### src/rtl/acc_seq_ctrl.sv
// rtl/acc_seq_ctrl.sv - multi-cycle fetch/mem/writeback sequencer for the accumulator core
module acc_seq_ctrl #(
    parameter int CNT_W = 16
) (
    input  logic             clk,
    input  logic             rst,
    input  logic             start,
    input  logic             halt_req,
    output logic             imem_req,
    input  logic             imem_ack,
    input  logic [31:0]      instr,
    output logic             ir_load,
    output logic             dmem_req,
    output logic             dmem_we,
    input  logic             dmem_ack,
    input  logic             acc_zero,
    output logic             write_acc,
    output logic             add_op,
    output logic             write_mem,
    output logic             branch_op,
    output logic             pc_en,
    output logic             pc_sel_branch,
    output logic             busy,
    output logic             halted,
    output logic [CNT_W-1:0] retired
);

    typedef enum logic [2:0] {
        S_IDLE, S_FETCH, S_DECODE, S_MEM, S_WB, S_HALT
    } state_t;

    localparam logic [1:0] OP_LOAD  = 2'b00;
    localparam logic [1:0] OP_ADD   = 2'b01;
    localparam logic [1:0] OP_STORE = 2'b10;
    localparam logic [1:0] OP_BRZ   = 2'b11;

    state_t     state;
    state_t     state_nxt;
    logic [1:0] op;

    logic imem_req_q, dmem_req_q, dmem_we_q, pc_en_q;
    logic write_acc_q, add_op_q, branch_op_q, busy_q, halted_q;

    // Only the opcode field matters to the sequencer; the rest belongs to the datapath.
    logic instr_unused;
    assign instr_unused = ^instr[31:2];

    always_comb begin
        state_nxt = state;
        case (state)
            S_IDLE:   if (start) state_nxt = S_FETCH;
            S_FETCH:  if (imem_ack) state_nxt = S_DECODE;
            S_DECODE: state_nxt = (op == OP_BRZ) ? S_WB : S_MEM;
            S_MEM:    if (dmem_ack) state_nxt = S_WB;
            S_WB:     state_nxt = halt_req ? S_HALT : S_FETCH;
            S_HALT:   if (start) state_nxt = S_FETCH;
            default:  state_nxt = S_IDLE;
        endcase
    end

    // Per-state outputs are registered from the next state so they are valid
    // for the whole cycle spent in that state.
    always_ff @(posedge clk or posedge rst) begin
        if (rst) begin
            state       <= S_IDLE;
            op          <= OP_LOAD;
            retired     <= '0;
            imem_req_q  <= 1'b0;
            dmem_req_q  <= 1'b0;
            dmem_we_q   <= 1'b0;
            pc_en_q     <= 1'b0;
            write_acc_q <= 1'b0;
            add_op_q    <= 1'b0;
            branch_op_q <= 1'b0;
            busy_q      <= 1'b0;
            halted_q    <= 1'b0;
        end else begin
            state <= state_nxt;
            if (state == S_FETCH && imem_ack)
                op <= instr[1:0];
            if (state == S_WB)
                retired <= retired + 1'b1;
            imem_req_q  <= (state_nxt == S_FETCH);
            dmem_req_q  <= (state_nxt == S_MEM);
            dmem_we_q   <= (state_nxt == S_MEM) && (op == OP_STORE);
            pc_en_q     <= (state_nxt == S_WB);
            write_acc_q <= (state_nxt == S_WB) && (op == OP_LOAD || op == OP_ADD);
            add_op_q    <= (state_nxt == S_WB) && (op == OP_ADD);
            branch_op_q <= (state_nxt == S_WB) && (op == OP_BRZ);
            busy_q      <= (state_nxt != S_IDLE) && (state_nxt != S_HALT);
            halted_q    <= (state_nxt == S_HALT);
        end
    end

    assign imem_req      = imem_req_q;
    assign ir_load       = imem_req_q & imem_ack;
    assign dmem_req      = dmem_req_q;
    assign dmem_we       = dmem_we_q;
    assign write_mem     = dmem_we_q & dmem_ack;
    assign pc_en         = pc_en_q;
    assign write_acc     = write_acc_q;
    assign add_op        = add_op_q;
    assign branch_op     = branch_op_q;
    assign pc_sel_branch = branch_op_q & acc_zero;
    assign busy          = busy_q;
    assign halted        = halted_q;

endmodule
### config.mk
export PLATFORM = sky130hd
export DESIGN_NAME = acc_seq_ctrl
export DESIGN_NICKNAME = d
export VERILOG_FILES = /design/src/rtl/acc_seq_ctrl.sv
export SDC_FILE = /design/constraint.sdc
export NUM_CORES = 1
export LEC_CHECK = 0
export BUFFER_PORTS_ARGS = -buffer_cell sky130_fd_sc_hd__buf_2
export CORE_MARGIN = 2
export CORE_UTILIZATION = 28
export CTS_CLUSTER_DIAMETER = 40
export CTS_CLUSTER_SIZE = 24
export DETAILED_ROUTE_END_ITERATION = 6
export PLACE_DENSITY = 0.63
export SKIP_CTS_REPAIR_TIMING = 1
export SLEW_MARGIN = 20
export SYNTH_ARGS = -nofsm -noshare
export SYNTH_HDL_FRONTEND = slang
export SYNTH_SLANG_ARGS = --single-unit
### constraint.sdc
create_clock -name clk -period 1.6 [get_ports clk]
set_input_delay 0.16 -clock clk [delete_from_list [all_inputs] [get_ports clk]]
set_output_delay 0.16 -clock clk [all_outputs]
set_load 0.03 [all_outputs]
==> implementation parameters <==
Parameter                              Value

Finish
  Net count, final ... 196
  Area taken by flip-flops and latches ... 751 um^2
  Total area of multi-input combinational cells ... 487 um^2
  Fill count ... 439
  Post-route insts no fill ... 208
  Area growth from synthesis to layout ... 27.2%
  Antenna diodes ... 0
  Final std cell area, no fill ... 1640 um^2
  Fraction of final layout cells sized beyond drive strength 1 ... 35.9%

STA
  Setup repair after global routing missed its margin ... no
  Actual transition at the worst max-transition pin ... 0.376 ns
  Setup slack of the critical path after layout ... 0.204 ns
  Worst Clk Skew ... 0.00406 ns
  Tcrit/Tclk final ... 87.3%
  Achievable frequency ... 0.716 GHz
  Final critical-path required period ... 1.40 ns
  Max Slew Vio Count ... 0
  Setup Viol. Count Final ... 0
  Number of failing hold endpoints at the final stage ... 0
  Max-slew headroom at the worst pin ... 74.9%
  Setup TNS Final ... 0 ns

Clocking
  Count of clock tree sinks ... 30
  Insertion delay to the later sink of the worst-skew pair ... 0.27 ns
  Level count of the clock H-tree ... 2
  Clock slew seen by the registers of the worst setup and hold paths ... 0.06 ns
  Clock Path Buffers ... 2
  CTS buffer count ... 5
  Clk Tree Root Cell ... sky130_fd_sc_hd__clkbuf_8
  TritonCTS clock tree ... built

Critical path
  Depth of the worst register-to-register path ... 5
  Category of the most critical setup path ... reg -> reg
  Highest net fanout along the worst path ... 5
  Signal arrival time at the worst endpoint ... 1.56 ns
  Worst setup EP type ... flip-flop
  Kind of start point of the critical path ... flip-flop
  Required @ worst endpoint ... 1.76 ns

GRT
  Number of global-route vias before repair ... 892
  Global router's overall resource usage ... 10.2%
  Largest net degree at the start of global routing ... 31
  Initial antenna violation count ... 0
  Total grt overflow ... 0
  Wire length of the first global-routing pass ... 4.02 mm

Drt
  First DRT Iteration DRCs ... 60
  Number of search-and-repair iterations in the first detailed-routing pass ... 4
  Vias per Instance ... 4.46
  Count of antenna-violating nets left after detailed routing ... 0
  Drt wl/cell ... 11.3 um
  Routed wire length ... 2.34 mm
  Total via count after detailed routing ... 928
  Residual DRC count ... 0

Floorplanning
  IO Pins ... 67
  Floorplan Core Area ... 4380 um^2
  Starting density of the core ... 29.3%
  Die extent in y ... 71.8 um
  Core Rows ... 24
  Die Area ... 5150 um^2
  Width of the die ... 71.8 um

Placed design
  Dpl cell area ... 1550 um^2
  Weighted congestion reported at the end of routability-driven placement ... 0.754
  Post-placement cell count ... 200
  Worst setup slack before clock tree synthesis ... 0.161 ns
  Half-perimeter wire length after detailed placement ... 1.72 mm
  IO buf count ... 36

Power
  Switching power of the nets ... 882 uW
  Power density cells ... 1490 nW/um^2
  Relative contribution of combinational cells to total power ... 34.4%
  Leak pwr ... 0.858 nW
  Reg power frac ... 43.4%
  Clock share of power ... 22.2%
  Design internal power ... 1.56 mW
  Worst voltage drop across the vdd grid ... 0.699 mV
  Fraction of power spent switching nets ... 36.1%

Logic synthesis
  Synthesized area per cell ... 11.8 um^2
  Syn nets ... 149
  Portion of synthesized cell area occupied by the leading cell type ... 58.4%
  Sequential area share after synthesis ... 58.4%
  Instance count of the mapped netlist ... 109
  Post-synth top area cell ... sky130_fd_sc_hd__dfrtp_1
  Unique cell type count in the Yosys netlist ... 30
  Synth warn ... 0
  Most area-consuming cells after synthesis ... sky130_fd_sc_hd__dfrtp_1 58%, sky130_fd_sc_hd__xnor2_1 8.9%, sky130_fd_sc_hd__nand2_1 3.2%
  Post-synthesis sequential element count ... 30
  Netlist area before placement ... 1290 um^2

Worst hold path
  Cell depth of the worst min-delay path ... 2
  Min-delay worst type ... in -> reg

Run status
  Status ... completed

Job
  Number of max-capacitance violations reported ... 0
-- final timing paths --
kind	startpoint	endpoint	slack, ns
max in group asynchronous	rst	retired[0]	0.83
worst min register to register	retired[15]	retired[15]	0.46
worst max register to register	retired[4]	retired[15]	0.20
worst max-delay path	retired[4]	retired[15]	0.20
worst min-delay path	instr[0]	op[0]	0.12
min in group asynchronous	rst	dmem_req	0.50
-- final cells by class --
| class | instances | share of cell area [%] |
|---|---|---|
| Sequential cell | 30 | 45.9 |
| Multi-Input combinational cell | 71 | 29.7 |
| Timing Repair Buffer | 44 | 14.8 |
| Clock buffer | 7 | 4.66 |
| Tap cell | 52 | 3.98 |
| Inverter | 4 | 0.917 |
-- flip-flops by register name (all words and copies together), names as in the netlist --
name       cells
op             2
dmem_req       1
pc_en          1
branch_op      1
busy           1
state          3
write_acc      1
imem_req       1
halted         1
dmem_we        1
retired       16
add_op         1
-- through the flow --
step	util, %	total power, mW	hold slack [ns]
6_report	37.3	2.44	0.122
5_1_grt	37.3	2.63	0.119
4_1_cts	37.1	2.49	-0.0419
3_5_place_dp	35.3	1.92	0.256
3_3_place_gp	35.3	1.91	0.254
2_1_floorplan	-	1.67	0.251
-- critical path, stage by stage, from the launching register on --
cell and delay (ns):
sky130_fd_sc_hd__dfrtp_1 0.42, sky130_fd_sc_hd__nand3_1 0.15, sky130_fd_sc_hd__nor4_1 0.31, sky130_fd_sc_hd__buf_4 0.17, sky130_fd_sc_hd__nand4_2 0.10, sky130_fd_sc_hd__xnor2_1 0.13
-- cell families (layout without fill, tap and decap cells) --
kind of cell,after synthesis,in the layout,synth area share (%)
simple gates,45,45,20.6
flops,30,30,58.4
xor+xnor,15,15,10.2
buf+inv,8,55,3.89
compound gates,7,7,3.31
mux,3,3,2.63
fa+ha+maj,1,1,0.973
-- routing by layer --
metal  GRT usage (%)  up-vias  share of wire [%]
met1            11.9      444                 43
met4            3.14        0               0.34
met5               0        -                  0
met2            16.6       26                 50
met3            4.92        2                6.4
li1                -      456                  -
-- cell usage after synthesis (all sizes together) --
cell     n
buf      4
a21oi    2
nor3b    3
nand4    4
nand2   11
o21a     1
xnor2   13
xor2     2
nand3b   1
o21ai    3
ha       1
and2     3
nor4     1
or2      1
and3     2
nor3     4
nor2b    2
o211a    1
dfrtp   30
and4     1
nand3    6
mux2     3
nor2     3
nand2b   2
inv      4
or3      1
-- cells in the final DEF (no fill, tap or decap), drive strengths merged --
master and count:
a21oi 2, and2 3, and3 2, and4 1, buf 43, clkbuf 7, dfrtp 30, dlygate4sd3 1
ha 1, inv 4, mux2 3, nand2 11, nand2b 2, nand3 6, nand3b 1, nand4 4
nor2 3, nor2b 2, nor3 4, nor3b 3, nor4 1, o211a 1, o21a 1, o21ai 3
or2 1, or3 1, xnor2 13, xor2 2
-- power by group through the flow --
| stage | Sequential [mW] | Clock [mW] | Combinational, mW |
|---|---|---|---|
| floorplan | 1.27 | 0 | 0.403 |
| finish | 1.06 | 0.542 | 0.840 |
| global route | 1.09 | 0.612 | 0.926 |
| CTS | 1.06 | 0.574 | 0.852 |
| global placement | 1.07 | 0 | 0.837 |
| detailed placement | 1.07 | 0 | 0.854 |
Note: power is estimated with default switching activity, not from simulation.
